--- src/rtl/pipe_skid_stage.sv ---
// Two-entry skid buffer that decouples upstream and downstream handshakes with registered outputs.
// Latency: one cycle from an accepted input to its appearance on out_*.
// Backpressure: in_ready is a register, dropping only once the skid entry is occupied; no comb path from out_ready.
//
// Ports:
//   clk, rst            clock and synchronous active-high reset
//   flush               drop every held entry and any entry offered this cycle
//   in_valid/in_ready   upstream handshake, carrying in_pc / in_ins
//   out_valid/out_ready downstream handshake, carrying out_pc / out_ins (pc=0, ins=NOP_INS when idle)
//   stall_cnt           saturating count of cycles with out_valid=1 and out_ready=0
module pipe_skid_stage #(
  parameter int PC_W  = 32,
  parameter int INS_W = 32,
  parameter logic [INS_W-1:0] NOP_INS = 32'h0000_0013,
  parameter int CNT_W = 16
) (
  input  logic             clk,
  input  logic             rst,
  input  logic             flush,
  input  logic             in_valid,
  output logic             in_ready,
  input  logic [PC_W-1:0]  in_pc,
  input  logic [INS_W-1:0] in_ins,
  output logic             out_valid,
  input  logic             out_ready,
  output logic [PC_W-1:0]  out_pc,
  output logic [INS_W-1:0] out_ins,
  output logic [CNT_W-1:0] stall_cnt
);

  typedef enum logic [1:0] {
    EMPTY = 2'd0,
    ONE   = 2'd1,
    TWO   = 2'd2
  } state_t;

  state_t           state;
  logic [PC_W-1:0]  main_pc;
  logic [INS_W-1:0] main_ins;
  logic [PC_W-1:0]  skid_pc;
  logic [INS_W-1:0] skid_ins;

  logic in_fire;
  logic out_fire;
  logic stall;

  assign in_fire  = in_valid & in_ready;
  assign out_fire = out_valid & out_ready;
  assign stall    = out_valid & ~out_ready;

  // main is scrubbed to pc=0/NOP whenever it goes invalid, so the outputs
  // are straight register reads with no idle mux.
  assign out_pc  = main_pc;
  assign out_ins = main_ins;

  always_ff @(posedge clk) begin
    if (rst) begin
      state     <= EMPTY;
      main_pc   <= '0;
      main_ins  <= NOP_INS;
      skid_pc   <= '0;
      skid_ins  <= NOP_INS;
      out_valid <= 1'b0;
      in_ready  <= 1'b1;
      stall_cnt <= '0;
    end else begin
      // The counter keeps running through flush; it only clears on reset.
      if (stall && (stall_cnt != {CNT_W{1'b1}})) begin
        stall_cnt <= stall_cnt + {{(CNT_W-1){1'b0}}, 1'b1};
      end

      if (flush) begin
        // Any out_fire this cycle has already been taken downstream; any
        // in_fire is simply dropped.
        state     <= EMPTY;
        main_pc   <= '0;
        main_ins  <= NOP_INS;
        skid_pc   <= '0;
        skid_ins  <= NOP_INS;
        out_valid <= 1'b0;
        in_ready  <= 1'b1;
      end else begin
        case (state)
          EMPTY: begin
            if (in_fire) begin
              main_pc   <= in_pc;
              main_ins  <= in_ins;
              out_valid <= 1'b1;
              state     <= ONE;
            end
          end
          ONE: begin
            if (in_fire && out_fire) begin
              main_pc  <= in_pc;
              main_ins <= in_ins;
            end else if (in_fire) begin
              // Downstream stalled: park the new entry and close the input.
              skid_pc  <= in_pc;
              skid_ins <= in_ins;
              in_ready <= 1'b0;
              state    <= TWO;
            end else if (out_fire) begin
              main_pc   <= '0;
              main_ins  <= NOP_INS;
              out_valid <= 1'b0;
              state     <= EMPTY;
            end
          end
          TWO: begin
            if (out_fire) begin
              main_pc  <= skid_pc;
              main_ins <= skid_ins;
              skid_pc  <= '0;
              skid_ins <= NOP_INS;
              in_ready <= 1'b1;
              state    <= ONE;
            end
          end
          default: begin
            state     <= EMPTY;
            main_pc   <= '0;
            main_ins  <= NOP_INS;
            skid_pc   <= '0;
            skid_ins  <= NOP_INS;
            out_valid <= 1'b0;
            in_ready  <= 1'b1;
          end
        endcase
      end
    end
  end

endmodule

--- config.mk ---
export PLATFORM = sky130hd
export DESIGN_NAME = pipe_skid_stage
export DESIGN_NICKNAME = d
export VERILOG_FILES = /design/src/rtl/pipe_skid_stage.sv
export SDC_FILE = /design/constraint.sdc
export NUM_CORES = 1
export LEC_CHECK = 0
export ABC_CLOCK_PERIOD_IN_PS = 2350
export CAP_MARGIN = 20
export CORE_ASPECT_RATIO = 1.2
export CORE_MARGIN = 2
export CORE_UTILIZATION = 50
export CTS_CLUSTER_DIAMETER = 200
export DETAILED_ROUTE_END_ITERATION = 8
export GPL_TIMING_DRIVEN = 0
export HOLD_SLACK_MARGIN = 0.03
export MAX_ROUTING_LAYER = met4
export PLACE_DENSITY_LB_ADDON = 0.25
export SYNTH_ARGS = -nofsm -noshare
export SYNTH_HDL_FRONTEND = slang
export SYNTH_SLANG_ARGS = --single-unit
--- constraint.sdc ---
create_clock -name clk -period 2.35 [get_ports clk]
set_clock_uncertainty 0.2 [all_clocks]
set_input_delay 0.3525 -clock clk [delete_from_list [all_inputs] [get_ports clk]]
set_output_delay 0.3525 -clock clk [all_outputs]
set_load 0.03 [all_outputs]
* After elaboration in Yosys (flattened, before gate mapping)
Index checks and enable logic that the tools add are counted.
** Operators by class
- $add $sub $neg :: 1
- $mul :: 0
- Divide/modulo/power cells :: 0
- Order comparisons :: 0
- Equal/unequal tests :: 12
- Shifts and indexed selects :: 0
- Multiplexer cells :: 31
- Bitwise operators :: 6
- Reductions and logical operators :: 8
** Operator list (number)
- $mux W32 :: 12
- $pmux W32 S3 :: 4
- $add A16 B1 Y16 const B :: 1
- $ne A16 B16 Y1 const B :: 1
- $ne A2 B2 Y1 const B :: 6
- $reduce_and A4 Y1 :: 3
- $mux W2 :: 5
- $ne A3 B3 Y1 const B :: 3
- $mux W1 :: 7
- $pmux W1 S3 :: 2
- $pmux W2 S3 :: 1
- $reduce_and A5 Y1 :: 1
- $and A1 B1 Y1 :: 3
- $not A1 Y1 :: 3
- $eq A2 B1 Y1 const B :: 1
- $eq A2 B2 Y1 const B :: 1
- $logic_and A1 B1 Y1 :: 2
- $logic_not A2 Y1 :: 1
- $reduce_or A2 Y1 :: 1
** Word-level totals
- Register bits after elaboration :: 148
- Latch bits :: 0
- RAM bits :: 0
- ROM bits :: 0
- Input port bits :: 69
- Output and inout bits :: 82
- Word-level logic and storage cells :: 66
- Memories :: 0

* Logic depth before layout (Yosys ltp)
Gate-level depths: netlist of run 1.
- Word-level depth :: 5
- Mapped depth :: 7
- Mapped depth without buffers :: 5

* Worst setup path before layout of run 1
Ideal clock, no wire load.
- Path kind :: reg2reg
- From :: reg stall_cnt[0]
- To :: reg stall_cnt[1]
- Library setup time :: 130 ps
- Data arrival time :: 1882 ps
- Data required time :: 2020 ps
- Slack :: 138 ps
- Stages on the path, launching flop included :: 8
- Buffers on the path :: 2
- Period minus slack after synthesis :: 2212 ps
- Cell sequence :: dfxtp_1 > ha_1 > nand4_1 > o41ai_2 > buf_6 > buf_12 > mux2i_1 > nor2_1
** Between the ends
- Word-level cells in the longest chain between the ends :: 2
- Elaborated cells between the ends (all ways) :: 3
- Those cells by class :: add/sub (1); eq/ne (1); reduce/logical (1)
** Ends and longest elaborated chain
- from (decl) :: line 28 : output logic [CNT_W-1:0] stall_cnt
- from (signal assigned) :: line 69 : stall_cnt <= stall_cnt + {{(CNT_W-1){1'b0}}, 1'b1};
- branches (longest 2 deep; another with $add A16 B1 Y16)
Several ways; the timed one is not identified.
A chain may end at the register's enable or synchronous reset.

* Worst setup path after layout of run 1
- From :: in out_ready
- To :: reg main_pc[29], in the netlist out_pc[29]
** Between the ends
- Word-level cells in the longest chain between the ends :: 4
- Elaborated cells between the ends (all ways) :: 8
- Those cells by class :: eq/ne (3); mux (2); bitwise (1); reduce/logical (2)
** Ends and longest elaborated chain
- from (decl) :: line 25 : input logic out_ready,
- $and A1 B1 Y1 * :: line 48 : assign out_fire = out_valid & out_ready;
- $logic_and A1 B1 Y1 :: line 93 : if (in_fire && out_fire) begin
- $ne A3 B3 Y1 (no line) / $mux W32 (equally long branches)
- $reduce_and A4 Y1 (no line) / $pmux W32 S3 (equally long branches)
- to (signal assigned) :: line 86 : main_pc <= in_pc;
- to (signal assigned) :: line 94 : main_pc <= in_pc;
- to (signal assigned) :: line 111 : main_pc <= skid_pc;
- to (decl) :: line 38 : logic [PC_W-1:0] main_pc;
Every way passes the cells marked *; elsewhere a longest branch is shown, timed or not.

==> results.cfg, run 1 <==
[run_status]
outcome = finished clean

[floorplanning]
ios = 151
initial_core_util = 0.5062
die_h_um = 130.3
die_width_um = 109.2
rows = 46
core_sq_mm = 0.01312
fp.dieArea_sq_mm = 0.01423

[yosys]
ys_warn_count = 0
synth_area_sq_mm = 0.006643
synth_edf_count = 0
yosysSeqAreaShare = 0.4460
synth_nets = 802
synth_top_cell_by_area = dfxtp_1
synthTopCellsByArea = dfxtp_1 (45%), a22o_1 (8.0%), o2bb2ai_1 (8.0%), a22oi_1 (7.1%), nand4_1 (6.1%)
syn_avg_cell_area_sq_um = 9.075
syn_inst = 732
synth-seq-cells = 148
async_flop_share = 0
synth_top_area_frac = 0.4460
ys.flop_type = dfxtp_1
synth_cell_types = 47

[sta]
maxSlewHeadroom = 0.5281
setup_ws_ns = 0.05841
rsz0062_at_grt = false
drv_slew = 0
worst_pin_slew_ns = 0.7079
post-route-min-period_ns = 2.292
holdWs_ns = 0.03032
finalSetupViolations = 0
fin_crit_sh = 0.9751
finalHoldViolCount = 0
timing.fmax_mhz = 436.4

[detailed_routing]
drcViolationCount = 0
vias = 7083
ant_nets = 0
drt_wl_total_um = 21100
drtIter0Drc = 771
viasPerCell = 6.534
wire_per_inst_um = 19.47
dr.pass1.iters = 7

[critical_path]
crit_chain = clkdlybuf4s50_1 -> nand2_1 -> nor3_4 -> clkbuf_1 -> o2bb2ai_1 -> a22o_1
cp_slowest_stage_delay_ns = 0.61
end_kind = flop
crit_type = primary input to flop
start_kind = primary input
cp_data_required_time_ns = 2.51
slowest_stage = clkdlybuf4s50_1
arrival_ns = 2.45
cp_max_fo = 10

[global_route]
antenna_found_initial = 0
grt_overflow = 0
grt_pass1_vias = 6938
grt_pass1_wl_um = 33290
grt_max_degree = 17
grt_usage = 0.3019

[power_and_ir_drop]
power_density_mw_per_mm2 = 715.9
p_leak_uw = 0.003010
finalPower_uw = 6516
vdd_drop_max_uv = 428.5

[cts]
clockBufferDepth = 2
clk_pin_slew_ns = 0.06
insertion_delay_ns = 0.42
root_buffer = clkbuf_16
cts.htree.levels = 4
clock-sinks = 148
cts-buffers-inserted = 17
cts_tree = built

[layout]
fin_util = 0.6937
layout_commonest_cell = clkdlybuf4s50_1
diodes = 0
final_cell_mix = clkdlybuf4s50_1 (149), dfxtp_1 (148), a21oi_1 (76), o21ai_0 (74), nand4_1 (65)
area_delta_synth_final_pct = 37.03
nets = 974
drive_above_1_share = 0.08515

[min_path]
min_path_type = primary input to flop

[place]
gp_congestion = 0.8833
dpl.hpwl_um = 14330
numPortBuffers = 149
post-place-ws_ns = -0.5235

[flow_run]
maxCapViolations = 0
[critical path, delay by kind of cell]
kind	cells	cell delay, ns
AOI/OAI and AO/OA	2	0.34
buffers and inverters	2	1.05
and+or+nand+nor	2	0.70
[per-stage QoR]
stage	instances	TNS, ns	instance area (sq um)
3_3_place_gp	1049	-45.02	8344
4_1_cts	1084	0	9069
6_report	1084	0	9102
5_1_grt	1084	0	9102
3_5_place_dp	1049	-48.91	8344
2_1_floorplan	732	0	6643
[routing by layer]
metal,global-route usage,wire [um]
met1,0.3538,8318
met4,0.1385,605
met2,0.4991,10570
met5,-,0
met3,0.05894,1609
[state kept, by name (all words and copies together), names as in the netlist]
register	count
in_ready	1
out_ins	32
out_pc	32
out_valid	1
skid_ins	32
skid_pc	32
stall_cnt	16
state	2
[cells by family (layout without fill, tap and decap cells)]
kind of cell               after synthesis  count (layout)  synth area share
AOI/OAI and AO/OA                      358             358            0.3701
DFF                                    148             148            0.4460
and+or+nand+nor                        128             128            0.1158
buffers and inverters                   92             276           0.05858
muxes                                    4               4          0.006216
adders and majority gates                1               1          0.001883
xor gates and xnor gates                 1               1          0.001319
[final timing paths]
path	cells past startpoint	start	slack, ns	endpoint
setup / recovery	6	out_ready	0.06	out_pc[29]
hold / removal	2	rst	0.03	stall_cnt[2]
setup reg to reg	7	stall_cnt[0]	0.09	stall_cnt[1]
hold reg to reg	1	out_ins[17]	0.28	out_ins[17]
[report_power, final]
| part | switching (uW) | internal (uW) |
|---|---|---|
| Sequential | 35.4 | 2570 |
| Combinational | 483 | 330 |
| Clock | 1080 | 2020 |
[cells in the mapped netlist, types with 2 or more instances]
library cell  instances
a21oi_1              77
nand4_1              65
mux2i_1               3
and2_1                2
o22ai_1               2
a22o_1               61
buf_1                 3
inv_1                 5
a22oi_1              63
o2bb2ai_1            61
buf_2                16
clkbuf_1             66
o21ai_1               7
a21oi_2               4
dfxtp_1             148
nand2_1              11
nor4_1                3
nor2_1               10
o31ai_1               5
and3_1                3
or4_1                 4
o21ai_0              74
nand3_1              11
or3_2                 5
[timing repair]
item,CTS,global route
gates resized for setup,3,28
pin swaps,1,0
setup endpoints to repair,35,82
gates cloned,0,0
hold endpoints to repair,1,0
buffers inserted,1,0
hold buffers,3,0
[area by class of cell]
class                      instances  area [sq um]
inverter                           5         18.77
buffer                            87         390.4
fill                            1029          4020
clock buffer                      19         442.9
clock inverter                    12         226.5
timing repair buffer             153          1529
sequential                       148          2963
tap                              168         210.2
multi-input combinational        492          3322
No activity file was read; power rests on OpenSTA's default activity.
==> inputs of run 2 (changes only) <==
- CORE_MARGIN: 2 -> 1
==> results.cfg, run 2 (synthesized netlist as in run 1, its figures left out) <==
[critical_path]
start_kind = flop
cp_slowest_stage_delay_ns = 0.47
crit_type = flop to flop
crit_chain = clkbuf_1 -> inv_1 -> clkbuf_1 -> clkbuf_1 -> nand4_1 -> a21oi_1
cp_data_required_time_ns = 2.51
end_kind = flop
crit_top_cell = clkbuf_1
arrival_ns = 2.45
cp_max_fo = 10
slowest_stage = clkbuf_1

[layout]
area_delta_synth_final_pct = 34.56
diodes = 0
nets = 973
drive_above_1_share = 0.08297
final_cell_mix = dfxtp_1 (148), clkdlybuf4s50_1 (148), a21oi_1 (76), o21ai_0 (74), nand4_1 (65)
final_cells = 1080
final_area_sq_mm = 0.008939

[floorplanning]
rows = 45
core_sq_mm = 0.01278
fp.dieArea_sq_mm = 0.01375
die_h_um = 128.3
die_width_um = 107.2
initial_core_util = 0.5197
ios = 151

[global_route]
grt_overflow = 0
grt_usage = 0.3124
antenna_found_initial = 0
grt_pass1_wl_um = 33060
grt_pass1_vias = 6722
grt_max_degree = 17

[detailed_routing]
wire_per_inst_um = 19.22
vias = 6987
viasPerCell = 6.469
drtIter0Drc = 535
dr.pass1.iters = 7
ant_nets = 0
drt_wl_total_um = 20760
drcViolationCount = 0

[flow_run]
maxCapViolations = 0

[min_path]
min_path_type = primary input to flop

[cts]
cts_tree = built
clk_pin_slew_ns = 0.06
cts.htree.levels = 4
insertion_delay_ns = 0.43
root_buffer = clkbuf_16
cts-buffers-inserted = 17
clock-sinks = 148
clockBufferDepth = 2

[sta]
post-route-min-period_ns = 2.294
fin_setup_tns_ns = 0
drv_slew = 0
finalSetupViolations = 0
finalHoldViolCount = 0
timing.fmax_mhz = 436.0
worst_pin_slew_ns = 0.6928
rsz0062_at_grt = true
fin_crit_sh = 0.9761
maxSlewHeadroom = 0.5381

[run_status]
outcome = finished clean

[place]
gp_congestion = 0.9096
place_area_sq_mm = 0.008339
numPortBuffers = 149
post-place-cells = 1045
dpl.hpwl_um = 14480

[power_and_ir_drop]
power_density_mw_per_mm2 = 653.5
vdd_drop_max_uv = 490.3
finalPower_uw = 5841
p_leak_uw = 0.002949
[run 2: path summary, 6_finish.rpt]
kind,from,end,slack (ns),depth (start not counted)
setup / recovery,state[1],skid_pc[26],0.06,6
hold / removal,rst,stall_cnt[15],0.11,3
setup reg to reg,state[1],skid_pc[26],0.06,6
hold reg to reg,skid_pc[30],skid_pc[30],0.28,2
[run 2: through the flow]
stage | util | setup WS (ns) | hold slack [ns]
2_1_floorplan | - | 0.1380 | 0.2497
3_3_place_gp | 0.6525 | -0.4050 | 0.2571
3_5_place_dp | 0.6525 | -0.5091 | 0.2632
4_1_cts | 0.6965 | 0.0003193 | 0.1051
5_1_grt | 0.6994 | -0.01451 | 0.1621
6_report | 0.6994 | 0.05618 | 0.1094
[run 2: power breakdown]
| part | internal [uW] | switching (uW) | total [uW] |
|---|---|---|---|
| Sequential | 2570 | 35.8 | 2600 |
| Combinational | 327 | 478 | 805 |
| Clock | 1380 | 1050 | 2430 |
| Total | 4280 | 1560 | 5840 |
[run 2: what timing repair did]
action,in CTS,in global routing
endpoints found under the hold margin,4,0
resized for setup,3,24
buffers inserted,0,1
setup endpoints to repair,20,119
pin swaps,0,1
hold buffers,2,0
[run 2: routing by layer]
metal,share of wire,wire (um),vias up,GRT usage
met2,0.49,10130,353,0.5074
met4,0.022,459,0,0.1281
met5,0,0,-,-
li1,-,-,3231,-
met1,0.41,8518,3350,0.3736
met3,0.080,1657,53,0.06965
[run 2: critical path: cells and delay by family, from the launching register on]
family / cells / cell delay [ns]
buffers and inverters: 4 / 1.28
DFF: 1 / 0.37
and+or+nand+nor: 1 / 0.18
AOI/OAI and AO/OA: 1 / 0.19
[run 2: final cells by class]
| type | instances | area (sq um) |
|---|---|---|
| plain buffers | 87 | 384.1 |
| clock buffers | 21 | 460.4 |
| clock inverters | 11 | 61.31 |
| fillers | 1004 | 3842 |
| inverters | 5 | 18.77 |
| multi-input cells | 492 | 3324 |
| flip-flops and latches | 148 | 2963 |
| well taps | 164 | 205.2 |
| repair buffers | 152 | 1521 |
==> inputs of run 3 (changes only) <==
- CORE_ASPECT_RATIO: 1.2 -> not set
==> results.cfg, run 3 (synthesized netlist as in run 1, its figures left out) <==
[critical_path]
setup.worst_path.end = out_ins[21]
end_kind = flop
arrival_ns = 2.49
crit_chain = clkdlybuf4s50_1 -> and3_1 -> buf_2 -> o21ai_1 -> and3_1 -> buf_2 -> buf_2 -> a22o_1
crit_type = primary input to flop
setup.worst_path.start = out_ready
r2r_start = out_valid
r2r_slack_ns = 0.11
crit_top_cell = buf_2
cp_data_required_time_ns = 2.52
slowest_stage = clkdlybuf4s50_1
cp_max_fo = 10
reg2reg_to = out_ins[21]
start_kind = primary input
cp_slowest_stage_delay_ns = 0.52
r2r_cells = 7

[cts]
cts_tree = built
root_buffer = clkbuf_16
insertion_delay_ns = 0.43
cts-buffers-inserted = 17
cts.htree.levels = 4
clock-sinks = 148
clk_pin_slew_ns = 0.05
clockBufferDepth = 2

[global_route]
grt_max_degree = 17
grt_overflow = 0
grt_busiest_layer = met2
gr-usage-met2 = 0.4984
grt_usage = 0.3161
grtUsageMet1 = 0.3887
grt_pass1_vias = 6693
use_met3 = 0.06334
grt_pass1_wl_um = 32800
antenna_found_initial = 0

[layout]
nets = 973
layout_commonest_cell = clkdlybuf4s50_1
area_delta_synth_final_pct = 35.62
diodes = 0
final_cell_mix = clkdlybuf4s50_1 (149), dfxtp_1 (148), a21oi_1 (76), o21ai_0 (74), clkbuf_1 (66)
final_cells = 1088
drive_above_1_share = 0.07533

[sta]
worst_pin_slew_ns = 0.6251
finalSetupViolations = 0
fin_crit_sh = 0.9878
post-route-min-period_ns = 2.321
holdWs_ns = 0.1075
finalHoldViolCount = 0
setup_ws_ns = 0.02868
fin_setup_tns_ns = 0
drv_slew = 0
timing.fmax_mhz = 430.8
maxSlewHeadroom = 0.5833

[floorplanning]
die_width_um = 117.3
fp.dieArea_sq_mm = 0.01375
core_sq_mm = 0.01277
die_h_um = 117.3
rows = 41
initial_core_util = 0.5200
ios = 151

[flow_run]
maxCapViolations = 0

[detailed_routing]
dr.pass1.iters = 7
drt_wl_total_um = 20850
wire_per_inst_um = 19.16
drcViolationCount = 0
ant_nets = 0
viasPerCell = 6.429
drtIter0Drc = 792
vias = 6995

[run_status]
outcome = finished clean

[power_and_ir_drop]
vdd_drop_max_uv = 556.6
finalPower_uw = 6162
p_leak_uw = 0.002951
power_density_mw_per_mm2 = 684.0

[min_path]
hold_start = rst
min_path_type = primary input to flop

[place]
post-place-cells = 1053
gp_congestion = 0.8506
dpl.hpwl_um = 14090
numPortBuffers = 149
post-place-ws_ns = -0.5872
## run 3: cell count changes in the layout (fill, tap and decap cells not counted), moves of 2 or more
cell,before,now
clkbuf_1,58,66
clkbuf_2,9,1
bufinv_16,0,3
clkinv_2,9,7
## run 3: cell type report
class,instances,area [sq um]
Fill cell,946,3765
Multi-Input combinational cell,492,3324
Sequential cell,148,2963
Timing Repair Buffer,153,1526
Clock buffer,21,460.4
Buffer,86,367.9
Tap cell,172,215.2
Clock inverter,11,132.6
Inverter,5,18.77
## run 3: report_power, final
group          leakage (uW)  switching [uW]  internal, uW
clock network      0.000296            1040          1710
registers           0.00120            35.1          2570
logic               0.00146             481           325
## run 3: per-layer routing
layer,up-vias,wire length (um)
met5,-,0
met4,0,517
met3,53,1592
met2,380,10140
met1,3327,8602
li1,3235,-
## run 3: worst min path at each step
stage	to	slack (ns)	cells past startpoint
2_1_floorplan	skid_ins[31]	0.25	2
3_3_place_gp	skid_pc[2]	0.26	2
3_5_place_dp	out_pc[5]	0.26	1
4_1_cts	stall_cnt[15]	0.1	3
5_1_grt	stall_cnt[15]	0.15	3
6_report	stall_cnt[15]	0.11	3
## run 3: stage by stage
stage,util,cell area (sq um)
final,0.7053,9009
after global placement,0.6536,8349
after floorplan,-,6643
after detailed placement,0.6536,8349
after global routing,0.7053,9009
after CTS,0.7030,8980
## run 3: worst max-delay path, delay by kind of cell
family / cells / cell delay (ns)
simple gates: 2 / 0.43
buf+inv: 4 / 1.27
compound gates: 2 / 0.42
## run 3: timing repair
item                                    in CTS  in global routing
setup buffers                                0                  2
endpoints found under the setup margin      53                 90
hold buffers                                 2                  0
hold endpoints to repair                     3                  0
pin swaps                                    0                  1
gates resized for setup                      3                  5
==> patch, RTL diff (flow settings as in run 1) <==
Encoding of `state_t`: now one-hot (3 bits for 3 states).
--- a/src/rtl/pipe_skid_stage.sv
+++ b/src/rtl/pipe_skid_stage.sv
@@ -29,8 +29,8 @@
 );
 
-  typedef enum logic [1:0] {
-    EMPTY = 2'd0,
-    ONE   = 2'd1,
-    TWO   = 2'd2
+  typedef enum logic [2:0] {
+    EMPTY = 3'b001,
+    ONE   = 3'b010,
+    TWO   = 3'b100
   } state_t;
 
Check against the original RTL: same outputs for any inputs over 4 cycles, from zero or initial values and one cycle with rst high; so few cycles prove little.
==> patch against run 1 <==
- highest routed layer unchanged
- synthesized cell count increased by 39%
- sequential cell count increased by 1
- largest power group unchanged
- routed wire length increased by 18%
- power decreased by 3.4%
- non-clock buffer count increased by 28
- area after synthesis increased by 20%
- fmax decreased by 1.0%
- largest cell class unchanged
- setup slack got worse by 23 ps
- design area increased by 15%
- worst hold slack improved by 61 ps
- via count increased by 21%
- clock power decreased by 11%
==> patch: results <==
group,metric,value,unit
synthesis,synthArstFlopShare,0,
routing,dr_wl_met2,11900,um
clock_tree,worst_skew_pair.late_latency,430,ps
grt,first_global_vias,8053,
clock_tree,htree_levels,4,
routing,met3RoutedLength,1730,um
worst_setup_path,cp_max_fo,10,
finish,post_route_cells_drive_above_1_share,0.0990,
routing,detail_route.iter0.violations,960,
synthesis,synthesis.nets,1086,
routing,topRoutingLayerUsed,"met4",
placement,hpwlAfterDp,17000,um
finish,finalNetCount,1259,
routing,detail_route.wirelength,24900,um
worst_setup_path,crit_path_top_delay_cell,"buf_1",
power,worst_ir_drop_vdd,0.507,mV
power,seq_cell_power,2590,uW
sta,slew-limit-headroom,0.621,
grt,grt_usage,0.298,
synthesis,synth-seq-area-share,0.373,
min_path,hold_class,"input port to register",
routing,routed-via-count,8600,
grt,grtUsageMet3,0.0429,
synthesis,synth_commonest_cells,"dfxtp_1 (149), a21oi_1 (135), nand2_1 (130), o21ai_0 (66)",
synthesis,postSynth.topFlopCell,"dfxtp_1",
placement,cell_count_post_placement,1373,
grt,met2_track_demand_over_resource,0.480,
sta,final-max-slew-violation-count,0,
clock_tree,clkTransAtPathRegs,60,ps
power,internal_power,4610,uW
worst_setup_path,worstPathArrival,2420,ps
run_status,status,"completed",
routing,drt-met1-wl,10700,um
placement,dp_slack,-730,ps
power,comb_power_share,0.148,
grt,grt_use_met1,0.376,
synthesis,synth_top_area_share,0.373,
worst_setup_path,critPathMaxStageDelay,440,ps
placement,gp_congestion,0.893,
finish,n_antenna_cell,0,
synthesis,synth.avg_cell_area,7.86,um2
worst_setup_path,r2r-start,"state[2]",
worst_setup_path,critPathTopFamily,"buffers and inverters",
routing,via_per_inst,6.10,
routing,firstDrtPassIters,8,
worst_setup_path,timing_worst_setup_path_type,"register to register",
clock_tree,clock_tree.buffer_depth,2,
power,power.combinational.total,930,uW
grt,grt_antenna_before_repair,0,
placement,port_buffers,149,
power,leakage,0.00355,uW
synthesis,yosys.cell_types.count,63,
grt,grt_pass1_wl,40400,um
synthesis,synth_top_cells_by_area,"dfxtp_1 (37%), a21oi_1 (8.5%), a32o_1 (7.6%)",
-- patch: changes by cell type after synthesis, sizes merged, moves of 34 or more --
| cell | delta |
|---|---|
| inv | +59 |
| nand4 | -57 |
| o31ai | +59 |
| buf | +34 |
| nor3 | +62 |
| or4 | +59 |
| a22oi | -61 |
| a21oi | +55 |
| a22o | -59 |
| o2bb2ai | -61 |
| nand2 | +119 |
| a32o | +61 |
-- patch: metrics by stage --
step / setup TNS [ps] / util / cell area (um2)
after global routing: -18.9 / 0.667 / 10400
final: 0 / 0.667 / 10400
after CTS: -4.85 / 0.664 / 10400
after floorplan: 0 / - / 7990
after global placement: -70690 / 0.623 / 9740
after detailed placement: -74220 / 0.623 / 9740
-- patch: kinds of logic after synthesis --
kind of cell,share of synthesized area
AOI/OAI and AO/OA,0.303
xor gates and xnor gates,0.00329
adders and majority gates,0.00157
buffers and inverters,0.106
DFF,0.373
muxes,0.00266
and+or+nand+nor,0.210
-- patch: what timing repair did --
item | CTS | global route
resized for setup | 7 | 22
setup endpoints to repair | 125 | 83
endpoints found under the hold margin | 5 | 0
hold buffers | 1 | 0
setup buffers | 1 | 4
pin swaps | 1 | 3
-- patch: path summary, 6_finish.rpt --
check	end	slack, ps	depth (start not counted)
hold reg to reg	out_pc[14]	250	2
setup reg to reg	out_ins[22]	40	7
hold / removal	stall_cnt[13]	90	3
setup / recovery	out_ins[22]	40	7
-- patch: cell type report --
type / count / area [um2]
flip-flops and latches: 149 / 2980
clock buffers: 18 / 429
repair buffers: 155 / 1550
fillers: 1348 / 5200
inverters: 64 / 240
clock inverters: 14 / 161
multi-input cells: 689 / 4190
plain buffers: 113 / 623
well taps: 208 / 260
-- patch: tightest hold or removal path: cells and delay by family --
family	cells	cell delay, ps
buffers and inverters	1	130
multiplexers	1	130
AND/OR/NAND/NOR	1	70
